===== src/rtl/sprite_pkg.sv =====
// Shared constants and types for the sprite motion block.
package sprite_pkg;

    // Vertical motion state, also exported on the debug state port.
    typedef enum logic [1:0] {
        GROUND = 2'd0,
        RISE   = 2'd1,
        FALL   = 2'd2
    } mstate_e;

    // Screen and sprite geometry.
    localparam int SCREEN_W = 640;
    localparam int SCREEN_H = 480;
    localparam int SPRITE_W = 64;
    localparam int SPRITE_H = 64;

    // Clamp limits and reset positions at the width of the position registers.
    localparam logic [9:0] X_MAX    = 10'(SCREEN_W - SPRITE_W);   // 576
    localparam logic [8:0] GROUND_Y = 9'(SCREEN_H - SPRITE_H);    // 416
    localparam logic [9:0] START_X  = 10'd0;

    // Motion constants.
    localparam logic [9:0] STEP_X   = 10'd2;
    localparam logic [5:0] JUMP_V0  = 6'd12;
    localparam logic [5:0] GRAVITY  = 6'd1;
    localparam logic [5:0] MAX_FALL = 6'd12;

endpackage


===== src/rtl/sprite_motion_btn_sync.sv =====
// Two-flop synchronizer for an asynchronous button with a rising-edge pulse.
module btn_sync (
    input  logic clk,
    input  logic rst,
    input  logic btn_i,
    output logic level_o,
    output logic rise_o
);

    logic sync1_q;
    logic sync2_q;
    logic prev_q;

    // Synchronizer chain plus one delayed copy for edge detection.
    always_ff @(posedge clk) begin
        if (rst) begin
            sync1_q <= 1'b0;
            sync2_q <= 1'b0;
            prev_q  <= 1'b0;
        end else begin
            sync1_q <= btn_i;
            sync2_q <= sync1_q;
            prev_q  <= sync2_q;
        end
    end

    assign level_o = sync2_q;
    assign rise_o  = sync2_q & ~prev_q;

endmodule


===== src/rtl/sprite_motion.sv =====
// Per-frame player sprite movement: horizontal walk with clamping and a
// ground/rise/fall jump under integer gravity. Position updates only on frame_tick.
module sprite_motion
    import sprite_pkg::*;
(
    input  logic       clk,
    input  logic       rst,
    input  logic       frame_tick,
    input  logic       btn_left,
    input  logic       btn_right,
    input  logic       btn_jump,
    output logic [9:0] posX,
    output logic [8:0] posY,
    output logic       airborne,
    output logic [1:0] state
);

    logic left_lvl, right_lvl, jump_lvl;
    logic jump_rise;
    logic left_rise_unused, right_rise_unused;

    btn_sync u_sync_left (
        .clk     (clk),
        .rst     (rst),
        .btn_i   (btn_left),
        .level_o (left_lvl),
        .rise_o  (left_rise_unused)
    );

    btn_sync u_sync_right (
        .clk     (clk),
        .rst     (rst),
        .btn_i   (btn_right),
        .level_o (right_lvl),
        .rise_o  (right_rise_unused)
    );

    btn_sync u_sync_jump (
        .clk     (clk),
        .rst     (rst),
        .btn_i   (btn_jump),
        .level_o (jump_lvl),
        .rise_o  (jump_rise)
    );

    logic       jump_req_q, jump_req_d;
    logic [9:0] posX_q, posX_d;
    logic [8:0] posY_q, posY_d;
    logic [5:0] vy_q, vy_d;
    mstate_e    state_q, state_d;
    logic       airborne_q, airborne_d;

    logic [10:0] x_sum;
    logic [6:0]  vy_sum;
    logic [5:0]  vy_fall;
    logic [9:0]  y_sum;

    // Sticky jump request: every tick clears it, but an edge landing on the
    // tick itself is kept for the following frame.
    always_comb begin
        jump_req_d = jump_req_q;
        if (frame_tick) begin
            jump_req_d = jump_rise;
        end else if (jump_rise) begin
            jump_req_d = 1'b1;
        end
    end

    // Horizontal step, widened to 11 bits so the clamp never sees a wrap.
    always_comb begin
        posX_d = posX_q;
        x_sum  = {1'b0, posX_q} + {1'b0, STEP_X};
        if (left_lvl && !right_lvl) begin
            posX_d = (posX_q < STEP_X) ? 10'd0 : (posX_q - STEP_X);
        end else if (right_lvl && !left_lvl) begin
            posX_d = (x_sum > {1'b0, X_MAX}) ? X_MAX : x_sum[9:0];
        end
    end

    // Vertical jump FSM next-state and position logic.
    always_comb begin
        state_d    = state_q;
        posY_d     = posY_q;
        vy_d       = vy_q;
        vy_sum     = {1'b0, vy_q} + {1'b0, GRAVITY};
        vy_fall    = (vy_sum > {1'b0, MAX_FALL}) ? MAX_FALL : vy_sum[5:0];
        y_sum      = {1'b0, posY_q} + {4'd0, vy_fall};
        case (state_q)
            GROUND: begin
                if (jump_req_q) begin
                    vy_d    = JUMP_V0;
                    state_d = RISE;
                end
            end
            RISE: begin
                if (posY_q < {3'd0, vy_q}) begin
                    posY_d  = 9'd0;
                    vy_d    = 6'd0;
                    state_d = FALL;
                end else begin
                    posY_d = posY_q - {3'd0, vy_q};
                    if (vy_q <= GRAVITY) begin
                        vy_d    = 6'd0;
                        state_d = FALL;
                    end else begin
                        vy_d = vy_q - GRAVITY;
                    end
                end
            end
            FALL: begin
                if (y_sum >= {1'b0, GROUND_Y}) begin
                    posY_d  = GROUND_Y;
                    vy_d    = 6'd0;
                    state_d = GROUND;
                end else begin
                    posY_d = y_sum[8:0];
                    vy_d   = vy_fall;
                end
            end
            default: begin
                posY_d  = GROUND_Y;
                vy_d    = 6'd0;
                state_d = GROUND;
            end
        endcase
        airborne_d = (state_d != GROUND);
    end

    // Motion registers: reset wins over the tick; otherwise update once per frame.
    always_ff @(posedge clk) begin
        if (rst) begin
            jump_req_q <= 1'b0;
            posX_q     <= START_X;
            posY_q     <= GROUND_Y;
            vy_q       <= 6'd0;
            state_q    <= GROUND;
            airborne_q <= 1'b0;
        end else begin
            jump_req_q <= jump_req_d;
            if (frame_tick) begin
                posX_q     <= posX_d;
                posY_q     <= posY_d;
                vy_q       <= vy_d;
                state_q    <= state_d;
                airborne_q <= airborne_d;
            end
        end
    end

    assign posX     = posX_q;
    assign posY     = posY_q;
    assign airborne = airborne_q;
    assign state    = state_q;

endmodule


===== config.mk =====
export PLATFORM = sky130hd
export DESIGN_NAME = sprite_motion
export DESIGN_NICKNAME = d
export VERILOG_FILES = /design/src/rtl/sprite_pkg.sv /design/src/rtl/sprite_motion_btn_sync.sv /design/src/rtl/sprite_motion.sv
export SDC_FILE = /design/constraint.sdc
export NUM_CORES = 1
export LEC_CHECK = 0
export CORE_MARGIN = 5
export CORE_UTILIZATION = 58
export DETAILED_ROUTE_END_ITERATION = 10
export PLACE_DENSITY = 0.79
export SLEW_MARGIN = 20
export SYNTH_ARGS = -nofsm -noshare
export SYNTH_HDL_FRONTEND = slang
export SYNTH_SLANG_ARGS = --single-unit
export TNS_END_PERCENT = 5

===== constraint.sdc =====
create_clock -name clk -period 4.4 [get_ports clk]
set_input_delay 0.44 -clock clk [delete_from_list [all_inputs] [get_ports clk]]
set_output_delay 0.44 -clock clk [all_outputs]
set_load 0.01 [all_outputs]

======== Word level (Yosys, flattened, before mapping) ========
Index checks and enable logic that the tools add are counted.
word-level totals
  register bits ........................... 36
  bits in latches ......................... 0
  memory bits (writable) .................. 0
  memory bits (read-only) ................. 0
  input port bits ......................... 6
  output and inout bits ................... 22
  logic and storage cells ................. 62
  memories ................................ 0
cells by class
  add/sub/neg operators ................... 6
  multipliers ............................. 0
  divide/modulo/power cells ............... 0
  order comparisons ....................... 6
  eq/ne operators ......................... 3
  shift operators ......................... 0
  multiplexer cells ....................... 20
  bitwise gates (word level) .............. 3
  reductions and logical operators ........ 11
operator list
  operator                                                         number
  two-way mux 10 bit                                               4
  two-way mux 6 bit                                                5
  case mux 9 bit (3 select lines)                                  1
  two-way mux 9 bit                                                2
  case mux 6 bit (3 select lines)                                  1
  adder 10 x 2 -> 11 bit, second input constant                    1
  greater-than comparator 11 x 10 -> 1 bit, second input constant  1
  adder 9 x 6 -> 10 bit                                            1
  >= comparator 10 x 9 -> 1 bit, second input constant             1
  less-than comparator 10 x 2 -> 1 bit, second input constant      1
  subtractor 10 x 2 -> 10 bit, second input constant               1
  less-than comparator 9 x 6 -> 1 bit                              1
  subtractor 9 x 6 -> 9 bit                                        1
  two-way mux 2 bit                                                4
  adder 6 x 1 -> 7 bit, second input constant                      1
  greater-than comparator 7 x 4 -> 1 bit, second input constant    1
  less-or-equal comparator 6 x 1 -> 1 bit, second input constant   1
  case mux 2 bit (3 select lines)                                  1
  AND reduction 2 bit                                              3
  nonzero test 2 bit                                               3
  subtractor 6 x 1 -> 6 bit, second input constant                 1
  == test 2 x 1 -> 1 bit, second input constant                    1
  == test 2 bit, second input constant                             1
  logical AND 1 bit                                                2
  other kinds (6)                                                  9

======== Logic depth before layout (Yosys ltp) ========
Gate-level depths: netlist of run 1.
  depth in word-level cells ............... 8
  depth in mapped cells ................... 15
  depth with buffers taken out ............ 15

======== By module ========
From an unflattened synthesis of run 1, not the netlist that was laid out.
second synthesis, totals
  cells, all modules ...................... 398
  area, all modules ....................... 3025.4 um2
by module, submodules not included
  module         times used  cells each  area an instance (um2)  seq. area each (um2)
  sprite_motion  1           377         2762.6                  560.5
  btn_sync       3           7           87.6                    60.1

======== Worst setup path after synthesis of run 1 ========
No wires, ideal clock.
  kind .................................... reg2reg
  start ................................... register vy_q[0]
  end ..................................... register vy_q[2]
  library setup time ...................... 119 ps
  arrival ................................. 3245 ps
  required time ........................... 4281 ps
  slack ................................... 1037 ps
  cell stages (with the launch flop) ...... 16
  path buffers ............................ 0
  period minus slack after synthesis ...... 3363 ps
  path through ............................ dfxtp_1 ha_1 and3_1 nand3_1 o21a_1 nor4_1 ha_1 inv_1 fa_1 nor2b_1 o21bai_1 a21oi_1 a2111oi_4 o21a_2 a211o_1 o221a_2
between the ends
  longest elaborated chain between the ends .. 7
  elaborated cells between the ends (all ways) .. 12
  classes of those cells .................. add/sub: 3; order compare: 4; mux: 5
RTL lines
  element                                 RTL line              text
  start, declared                         sprite_motion.sv:49   logic [5:0] vy_q, vy_d;
  start signal, assigned                  sprite_motion.sv:143  vy_q <= vy_d;
  adder 6 x 1 -> 7 bit                    sprite_motion.sv:85   vy_sum = {1'b0, vy_q} + {1'b0, GRAVITY};
  greater-than comparator 7 x 4 -> 1 bit  sprite_motion.sv:86   vy_fall = (vy_sum > {1'b0, MAX_FALL}) ? MAX_FALL : vy_sum[5:0];
  two-way mux 6 bit                       sprite_motion.sv:86
  adder 9 x 6 -> 10 bit                   sprite_motion.sv:87   y_sum = {1'b0, posY_q} + {4'd0, vy_fall};
  >= comparator 10 x 9 -> 1 bit           sprite_motion.sv:111  if (y_sum >= {1'b0, GROUND_Y}) begin
  two-way mux 6 bit                       sprite_motion.sv:111
  case mux 6 bit (3 select lines) (*)     sprite_motion.sv:88   case (state_q)
Every way passes the cells marked *; elsewhere a longest branch is shown, timed or not.
A chain may end at the register's enable or synchronous reset.

======== Worst setup path in the final report of run 1 ========
Ends and elaborated chain as after synthesis.

==> metrics.txt, run 1 <==
Max stage delay on crit path 0.51 ns; post-CTS setup buffer count 0; initial DRC count 435; worst skew pair latency 0.29 ns; hold crit path type register to register; max-slew violations 0; Worst Skew 0.006856 ns; fin cells 486; Nets 446; min-delay src u_sync_right.sync1_q$_SDFF_PP0_; hpwl dp 5631 um; crit path DAT 4.00 ns; DP Cell Count 478; CP max stage cell dfxtp_1; Crit path top cell by count ha_1; TritonCTS Buffers 5; port bufs 26; PD cells 230.8 nW/um2; share of synthesized registers carrying an async set or reset 0%; FILL cells 425; Ys Warns 0; Slew headroom 59.54%; crit end category register; Peak VDD IR 238.3 uV; Top FF cell, synth dfxtp_1; H-tree Lvls 2; die span in x 81.78 um; #FFs+latches synth 35; LEAKAGE 1.236 nW; GRT Resource Usage Total 23.80%; final worst path period share 86.70%; via/cell ratio 6.385; Die Height 81.78 um; worst path required time 4.59 ns; vias in the first global route 2804; f_max 262.1 MHz; final WL 7433 um; Post-Syn Instances 397; largest net degree at the start of global routing 24; fraction of layout cells with a size suffix above 1 5.769%; via count 3103; crit-path max FO 10; first-pass GRT wire length 12750 um; setup TNS 0 ns; cell area after layout 3387 um2; Seq/Total Area, Yosys 23.45%; Max Cap Viol 0; DRT antenna net count 0; initial antenna violation count 0; Hold Violations, Final 0; wire length per cell 15.29 um; CTS tree done; mean area per synthesized cell 7.526 um2; Die ar. 6687 um2; R2R Path Start vy_q[0]$_SDFFE_PP0P_; worst-path cell chain ha_1, and3_1, nand3_1, o21a_1, nor4_1, ha_1, inv_1, fa_1, nor2b_1, o21bai_1, a21oi_1, a2111oi_4, o21a_2, a211o_1, o221a_2; timing startpoint of the critical path vy_q[0]$_SDFFE_PP0P_; fin crit period 3.815 ns; Ant. Diodes 0; crit path kind register to register; dominant cells by area after synthesis dfxtp_1 (23%), ha_1 (9.6%), a21oi_1 (4.9%), nor2_1 (4.5%), o21ai_0 (4.2%); # clock sinks 35; Resize count post-CTS 0; CTS Buffer Depth 2; Initial Utilization 59.26%; Slew @ Worst Pin 0.6029 ns; number of synthesized flops with an enable pin 0; post-synth cell types 68; Worst-path clk slew 0.08 ns; # DRC 0; num ports 28; Root Buffer clkbuf_8; outcome complete, no violations; setup violators final 0; core area 5042 um2; CTS Hold Bufs 0; area grow syn2layout 13.36%; commonest non-fill, non-tap cells in the layout nor2_1 (36), dfxtp_1 (35), a21oi_1 (29); Placer Congestion 0.9463; RSZ-0062 raised after global routing false; Placed Area 3274 um2; Critical Path Start Type register; most common cell after layout, fill and taps aside nor2_1; # rows 26; post-synth top area share 23.45%; total gr overflow 0; Post-Syn Area 2988 um2; first drt pass iteration count 5; most area-hungry cell type in the Yosys netlist dfxtp_1
## state kept, by name, indices dropped and copies added, names as in the netlist
register,count
airborne,1
jump_req_q,1
posX,9
posY,9
state,2
u_sync_jump.level_o,1
u_sync_jump.prev_q,1
u_sync_jump.sync1_q,1
u_sync_left.level_o,1
u_sync_left.sync1_q,1
u_sync_right.level_o,1
u_sync_right.sync1_q,1
vy_q,6
## per-stage QoR
| stage | setup WS, ns | power [mW] | utilization, % | hold WS [ns] |
|---|---|---|---|---|
| global placement | 0.8100 | 0.4903 | 64.94 | 0.4147 |
| finish | 0.5851 | 0.7818 | 67.17 | 0.4391 |
| global route | 0.2904 | 0.8216 | 67.17 | 0.4588 |
| floorplan | 1.037 | 0.4529 | - | 0.4138 |
| detailed placement | 0.6501 | 0.4927 | 64.94 | 0.4245 |
| CTS | 0.6325 | 0.7840 | 67.17 | 0.4417 |
## where the power goes
part	leakage, nW	switching, mW	internal [mW]
registers	0.284	0.0150	0.326
clock network	0.0581	0.124	0.169
logic	0.894	0.0855	0.0624
total	1.24	0.225	0.557
## final timing paths
| path | endpoint | slack (ns) | cells past startpoint |
|---|---|---|---|
| setup / recovery | vy_q[2]$_SDFFE_PP0P_ | 0.59 | 15 |
| hold / removal | u_sync_right.level_o$_SDFF_PP0_ | 0.44 | 1 |
| setup reg to reg | vy_q[2]$_SDFFE_PP0P_ | 0.59 | 15 |
| hold reg to reg | u_sync_right.level_o$_SDFF_PP0_ | 0.44 | 1 |
## cell type report
| cell class | count | area (um2) | area share (%) |
|---|---|---|---|
| inverters | 25 | 93.84 | 2.771 |
| multi-input cells | 320 | 2117 | 62.50 |
| flip-flops and latches | 35 | 700.7 | 20.69 |
| clock buffers | 5 | 68.82 | 2.032 |
| clock inverters | 3 | 43.79 | 1.293 |
| repair buffers | 28 | 275.3 | 8.127 |
| well taps | 70 | 87.58 | 2.586 |
## per-layer routing
metal | track usage (%) | routed length [um]
met2 | 37.16 | 3261
met5 | 0 | 0
met4 | 7.143 | 108
met3 | 5.263 | 627
met1 | 32.68 | 3435
## cells by family after synthesis
family          after synthesis  synth area share [%]
xor+xnor                      9                 2.638
buf+inv                      44                 5.946
flops                        35                 23.45
fa+ha+maj                    25                 10.97
simple gates                145                 24.54
other cells                   1                0.1255
compound gates              137                 31.99
mux                           1                0.3350
## critical path, delay by kind of cell (launching register included)
family / cells / cell delay [ns]
flops: 1 / 0.51
buf+inv: 1 / 0.07
fa+ha+maj: 3 / 0.89
compound gates: 7 / 1.44
simple gates: 4 / 0.81
## cell usage after synthesis (2+ instances only)
| library cell | n |
|---|---|
| nor2_1 | 36 |
| dfxtp_1 | 35 |
| a21oi_1 | 29 |
| nand2_1 | 27 |
| o21ai_0 | 25 |
| inv_1 | 24 |
| ha_1 | 23 |
| nor3_1 | 16 |
| clkbuf_1 | 15 |
| nand3_1 | 13 |
| a31oi_1 | 12 |
| nor2b_1 | 10 |
| o21a_1 | 8 |
| a21o_1 | 7 |
| or3_1 | 7 |
| a211oi_1 | 5 |
| a41oi_1 | 5 |
| and2_1 | 5 |
| nand2b_1 | 5 |
| nand4_1 | 5 |
| xor2_1 | 5 |
| a22oi_1 | 4 |
| and3_1 | 4 |
| nor4_1 | 4 |
| o22ai_1 | 4 |
| xnor2_1 | 4 |
| a211o_1 | 3 |
| o211a_1 | 3 |
| o211ai_1 | 3 |
| o21ai_1 | 3 |
| o31a_1 | 3 |
| o31ai_1 | 3 |
| or2_1 | 3 |
| fa_1 | 2 |
| nor4b_1 | 2 |
| o41ai_1 | 2 |
| or2_2 | 2 |
Power figures use the tool's default switching activity.
==> run 2: changes to the inputs <==
--- a/config.mk
+++ b/config.mk
@@ -5,6 +5,7 @@
 export SDC_FILE = /design/constraint.sdc
 export NUM_CORES = 1
 export LEC_CHECK = 0
+export ABC_AREA = 1
 export CORE_MARGIN = 5
 export CORE_UTILIZATION = 58
 export DETAILED_ROUTE_END_ITERATION = 10
==> metrics.txt, run 2 <==
outcome complete, no violations; setup TNS 0 ns (unchanged); setup ws final 0.7420 ns (+0.1568 ns); most area-hungry cell type in the Yosys netlist dfxtp_1; PD cells 229.3 nW/um2 (-0.68%); post-synth top area share 23.47% (about the same); reg2reg setup slack 0.74 ns (+0.16 ns); fraction of layout cells with a size suffix above 1 6.584% (+0.82 points); Worst Skew 0.004406 ns (-0.002451 ns); GRT Resource Usage Total 22.59% (-1.2 points); LEAKAGE 1.531 nW (+24%); port bufs 26 (unchanged); total gr overflow 0 (unchanged); post-CTS setup buffer count 0 (unchanged); Resize count post-CTS 0 (unchanged); hpwl dp 5474 um (-2.8%); crit-path max FO 12 (+2); # rows 26 (unchanged); commonest non-fill, non-tap cells in the layout nand2_1 (106), inv_1 (60), a21oi_1 (40); via count 2988 (-3.7%); synth cell count leaders nand2_1 (106), inv_1 (60), a21oi_1 (40), nor2_1 (39), dfxtp_1 (35); fin crit period 3.658 ns (-0.1568 ns); dominant cells by area after synthesis dfxtp_1 (23%), nand2_1 (13%), ha_1 (9.6%), inv_1 (7.5%), a21oi_1 (6.7%); vias in the first global route 2804 (unchanged); final WL 6929 um (-6.8%); area grow syn2layout 13.08%; DRT antenna net count 0 (unchanged); # DRC 0 (unchanged); first-pass GRT wire length 12090 um (-5.2%); f_max 273.4 MHz (+4.3%); worst path required time 4.60 ns (about the same); #FFs+latches synth 35 (unchanged); Die ar. 6682 um2 (about the same); # clock sinks 35 (unchanged); final worst path period share 83.14% (-3.6 points); Initial Utilization 59.21% (about the same); Slew headroom 32.65% (-27 points); timing startpoint of the critical path vy_q[0]$_SDFFE_PP0P_; crit end category register; max-slew violations 0 (unchanged); Ant. Diodes 0 (unchanged); core area 5042 um2 (unchanged); Root Buffer clkbuf_8; setup violators final 0 (unchanged); Critical Path Start Type register; most common cell after layout, fill and taps aside nand2_1; Nets 517 (+16%); H-tree Lvls 2 (unchanged); die span in x 81.75 um (about the same); Seq/Total Area, Yosys 23.47% (about the same); Max Cap Viol 0 (unchanged); number of synthesized flops with an enable pin 0 (unchanged); RSZ-0062 raised after global routing false; Placer Congestion 0.8909 (-5.9%); via/cell ratio 5.374 (-16%); TritonCTS Buffers 5 (unchanged); hold slack 0.4049 ns (-0.03416 ns); CTS Buffer Depth 2 (unchanged); wire length per cell 12.46 um (-19%); most common cell in the netlist nand2_1; Top FF cell, synth dfxtp_1; largest net degree at the start of global routing 28 (+17%); hold crit path type register to register; final core utilization 66.95% (-0.22 points); post-synth cell types 39 (-43%); crit path kind register to register; Post-Syn Area 2985 um2 (about the same); Reg2Reg Depth 19 (+4); Post-Syn Instances 463 (+17%); worst skew pair latency 0.29 ns (about the same); crit path to vy_q[0]$_SDFFE_PP0P_; initial antenna violation count 0 (unchanged); R2R Path Start vy_q[0]$_SDFFE_PP0P_; pre-CTS WS 0.7982 ns (+0.1481 ns); initial DRC count 188 (-57%); RR Endpoint vy_q[0]$_SDFFE_PP0P_; total power 0.7740 mW (-1.0%); first drt pass iteration count 5 (unchanged); Worst-path clk slew 0.07 ns (about the same); Die Height 81.75 um (about the same); FILL cells 466 (+9.6%); Peak VDD IR 184.8 uV (-22%); Ys Warns 0 (unchanged); Slew @ Worst Pin 1.007 ns (+0.4042 ns); Hold Violations, Final 0 (unchanged); num ports 28 (unchanged); CTS tree done; CTS Hold Bufs 0 (unchanged); crit path DAT 3.86 ns (-0.14 ns); share of synthesized registers carrying an async set or reset 0% (unchanged); mean area per synthesized cell 6.448 um2 (-14%)
-- run 2: per-stage QoR --
stage / std cells / area [um2]
after global placement: 549 / 3273
after floorplan: 465 / 2993
after detailed placement: 549 / 3273
after CTS: 556 / 3376
final: 556 / 3376
after global routing: 556 / 3376
-- run 2: kinds of logic (layout without fill, tap and decap cells) --
kind of cell	after synthesis	after routing	synth area share, %
other	1	3	0.1256
AO/OA/AOI/OAI	77	77	14.54
XOR/XNOR	20	20	5.868
flip-flops	35	35	23.47
AND/OR/NAND/NOR	226	226	34.33
adder cells (fa/ha/maj)	25	25	10.98
buffers and inverters	79	100	10.69
-- run 2: layout make-up --
| cell class | count | area (um2) | area share [%] |
|---|---|---|---|
| sequential | 35 | 700.7 | 20.76 |
| inverter | 67 | 251.5 | 7.450 |
| multi-input combinational | 351 | 1973 | 58.45 |
| clock inverter | 1 | 30.03 | 0.8895 |
| timing repair buffer | 26 | 260.3 | 7.709 |
| clock buffer | 6 | 72.57 | 2.150 |
| tap | 70 | 87.58 | 2.595 |
-- run 2: metal layers --
layer	track usage (%)	share of wire, %	up-vias	wire length [um]
met5	0	0	-	0
met4	6.811	1.1	0	79
met3	2.961	5.6	10	389
met2	37.88	45	81	3129
met1	30.09	48	1344	3330
li1	-	-	1553	-
-- run 2: how the worst min path moves through the flow --
| stage | from | endpoint | slack, ns | cells past startpoint |
|---|---|---|---|---|
| after floorplan | u_sync_jump.sync1_q$_SDFF_PP0_ | u_sync_jump.level_o$_SDFF_PP0_ | 0.39 | 2 |
| after global placement | u_sync_right.sync1_q$_SDFF_PP0_ | u_sync_right.level_o$_SDFF_PP0_ | 0.39 | 2 |
| after detailed placement | u_sync_jump.sync1_q$_SDFF_PP0_ | u_sync_jump.level_o$_SDFF_PP0_ | 0.40 | 2 |
| after CTS | u_sync_right.sync1_q$_SDFF_PP0_ | u_sync_right.level_o$_SDFF_PP0_ | 0.41 | 2 |
| after global routing | u_sync_jump.sync1_q$_SDFF_PP0_ | u_sync_jump.level_o$_SDFF_PP0_ | 0.42 | 2 |
| final | u_sync_left.sync1_q$_SDFF_PP0_ | u_sync_left.level_o$_SDFF_PP0_ | 0.40 | 2 |
-- run 2: critical path: stages (launching register included) --
cell,delay (ns)
dfxtp_1,0.50
ha_1,0.26
nand3_1,0.09
a21oi_1,0.14
nand3_1,0.14
nor3_1,0.29
ha_1,0.24
inv_1,0.06
fa_1,0.40
nand3b_1,0.19
nand2_1,0.13
nand2_1,0.08
nand2_1,0.06
nand2_1,0.04
nand2_1,0.08
nand2_1,0.05
nand2_1,0.32
nand3_1,0.17
nand3b_1,0.20
a21oi_1,0.13
-- run 2: power by group --
group	internal, mW	switching, mW
Clock	0.166	0.111
Combinational	0.0612	0.0914
Sequential	0.328	0.0167
Total	0.555	0.219
==> run 3: changes to the inputs <==
==> constraint.sdc (replaced) <==
create_clock -name clk -period 3.68 [get_ports clk]
set_input_delay 0.368 -clock clk [delete_from_list [all_inputs] [get_ports clk]]
set_output_delay 0.368 -clock clk [all_outputs]
set_load 0.01 [all_outputs]
==> metrics.txt, run 3 (synthesized netlist as in run 2, its figures left out) <==
RSZ-0062 raised after global routing false; timing startpoint of the critical path vy_q[0]$_SDFFE_PP0P_; Worst Skew 0.01045 ns (+0.006044 ns); gr busiest metal met2; TritonCTS Buffers 5 (unchanged); # rows 26 (unchanged); wire length per cell 13.36 um (+7.2%); GR Util met3 4.167% (+1.2 points); hpwl dp 5714 um (+4.4%); met1 GRT Util 30.96% (+0.86 points); setup ws final 0.3285 ns (-0.4134 ns); Slew headroom 40.43% (+7.8 points); fin crit period 3.351 ns (-0.3066 ns); crit path kind register to register; worst skew pair latency 0.30 ns (about the same); FILL cells 457 (-1.9%); crit end category register; Critical Path Start Type register; initial DRC count 227 (+21%); CP max stage cell dfxtp_2; CTS Buffer Depth 2 (unchanged); # DRC 0 (unchanged); RR Endpoint airborne$_SDFFE_PP0P_; Worst-path clk slew 0.07 ns (about the same); Peak VDD IR 262.6 uV (+42%); Slew @ Worst Pin 0.8903 ns (-0.1168 ns); Root Buffer clkbuf_8; Reg2Reg Depth 18 (-1); initial antenna violation count 0 (unchanged); hold crit path type register to register; CTS tree done; reg2reg setup slack 0.33 ns (-0.41 ns); GRT Resource Usage Total 24.12% (+1.5 points); area grow syn2layout 13.33%; Die ar. 6682 um2 (unchanged); # clock sinks 35 (unchanged); Crit path top cell by count nand3_1; H-tree Lvls 2 (unchanged); Max stage delay on crit path 0.43 ns (-0.07 ns); CTS Hold Bufs 0 (unchanged); worst path required time 3.87 ns (-0.73 ns); port bufs 26 (unchanged); first drt pass iteration count 5 (unchanged); cell area after layout 3383 um2 (+0.22%); Placer Congestion 0.9063 (+1.7%); pre-CTS WS 0.09600 ns (-0.7022 ns); Die Height 81.75 um (unchanged); f_max 298.4 MHz (+9.1%); final WL 7466 um (+7.8%); worst-path cell chain ha_1, nand3_1, a21oi_1, nand3_1, a21oi_1, nand2_1, ha_1, nand3_1, nand3_1, nand2_1, nand2_1, nand3_1, nand3_1, nand2_1, nand2_1, nand3_1, nand2_1, inv_1; crit-path max FO 14 (+2); area occupied by multi-input gates 1981 um2 (+0.38%); R2R Path Start vy_q[0]$_SDFFE_PP0P_; FF+latch area 703.2 um2 (+0.36%); vias in the first global route 2866 (+2.2%); LEAKAGE 1.533 nW (+0.13%); crit path to airborne$_SDFFE_PP0P_; setup TNS 0 ns (unchanged); DRT antenna net count 0 (unchanged); outcome complete, no violations; most common cell after layout, fill and taps aside nand2_1; final worst path period share 91.07% (+7.9 points); fraction of layout cells with a size suffix above 1 7.975% (+1.4 points); Ant. Diodes 0 (unchanged); die span in x 81.75 um (unchanged); crit path DAT 3.54 ns (-0.32 ns); Initial Utilization 59.21% (unchanged); total gr overflow 0 (unchanged); via/cell ratio 5.460 (+1.6%); first-pass GRT wire length 12740 um (+5.4%); setup violators final 0 (unchanged); commonest non-fill, non-tap cells in the layout nand2_1 (105), inv_1 (60), a21oi_1 (40); final core utilization 67.10% (+0.15 points); max-slew violations 0 (unchanged); largest net degree at the start of global routing 28 (unchanged); Nets 519 (+0.39%); PD cells 259.1 nW/um2 (+13%); core area 5042 um2 (unchanged); num ports 28 (unchanged); Placed Area 3288 um2 (+0.46%); Hold Violations, Final 0 (unchanged); met2 Resource Use GR 40.71% (+2.8 points); Max Cap Viol 0 (unchanged); hold slack 0.4044 ns (-0.0005310 ns); via count 3052 (+2.1%)
-- run 3: cell count changes in the layout (fill, tap and decap cells not counted), sizes merged --
cell      change
clkinvlp      +1
bufinv        -1
buf           +2
clkinv        +1
-- run 3: worst min path at each step --
stage / start / endpoint / depth (start not counted)
6_report: u_sync_left.sync1_q$_SDFF_PP0_ / u_sync_left.level_o$_SDFF_PP0_ / 2
5_1_grt: u_sync_jump.prev_q$_SDFF_PP0_ / jump_req_q$_SDFFE_PP0P_ / 1
4_1_cts: u_sync_left.sync1_q$_SDFF_PP0_ / u_sync_left.level_o$_SDFF_PP0_ / 2
3_5_place_dp: u_sync_left.sync1_q$_SDFF_PP0_ / u_sync_left.level_o$_SDFF_PP0_ / 2
3_3_place_gp: u_sync_left.sync1_q$_SDFF_PP0_ / u_sync_left.level_o$_SDFF_PP0_ / 2
2_1_floorplan: u_sync_jump.sync1_q$_SDFF_PP0_ / u_sync_jump.level_o$_SDFF_PP0_ / 2
-- run 3: area by class of cell --
cell class | count | area share [%]
multi-input combinational | 351 | 58.54
sequential | 35 | 20.78
timing repair buffer | 28 | 8.136
inverter | 67 | 7.433
tap | 70 | 2.589
clock buffer | 6 | 2.145
clock inverter | 2 | 0.3698
-- run 3: repair_timing --
action,in CTS,in global routing
setup buffers,0,0
gates resized for setup,0,4
hold endpoints to repair,0,0
endpoints found under the setup margin,0,14
-- run 3: through the flow --
stage | power, mW | std cells
global placement | 0.5981 | 551
floorplan | 0.5547 | 465
finish | 0.8767 | 559
CTS | 0.8769 | 559
detailed placement | 0.6036 | 551
global route | 0.9206 | 559
-- run 3: per-layer routing --
metal | vias to the layer above | share of wire (%)
met4 | 0 | 1.7
met5 | - | 0
met1 | 1403 | 46
li1 | 1554 | -
met3 | 14 | 5.1
met2 | 81 | 47
-- run 3: report_power, final --
part | leakage (nW) | switching, mW | internal [mW]
clock network | 0.0412 | 0.146 | 0.132
registers | 0.286 | 0.0208 | 0.392
logic | 1.21 | 0.112 | 0.0740
-- run 3: worst max-delay path: cells and delay by family (launching register included) --
family                     cells  cell delay (ns)
AOI/OAI and AO/OA              2             0.36
buffers and inverters          1             0.04
DFF                            1             0.43
adders and majority gates      2             0.62
and+or+nand+nor               13             1.78
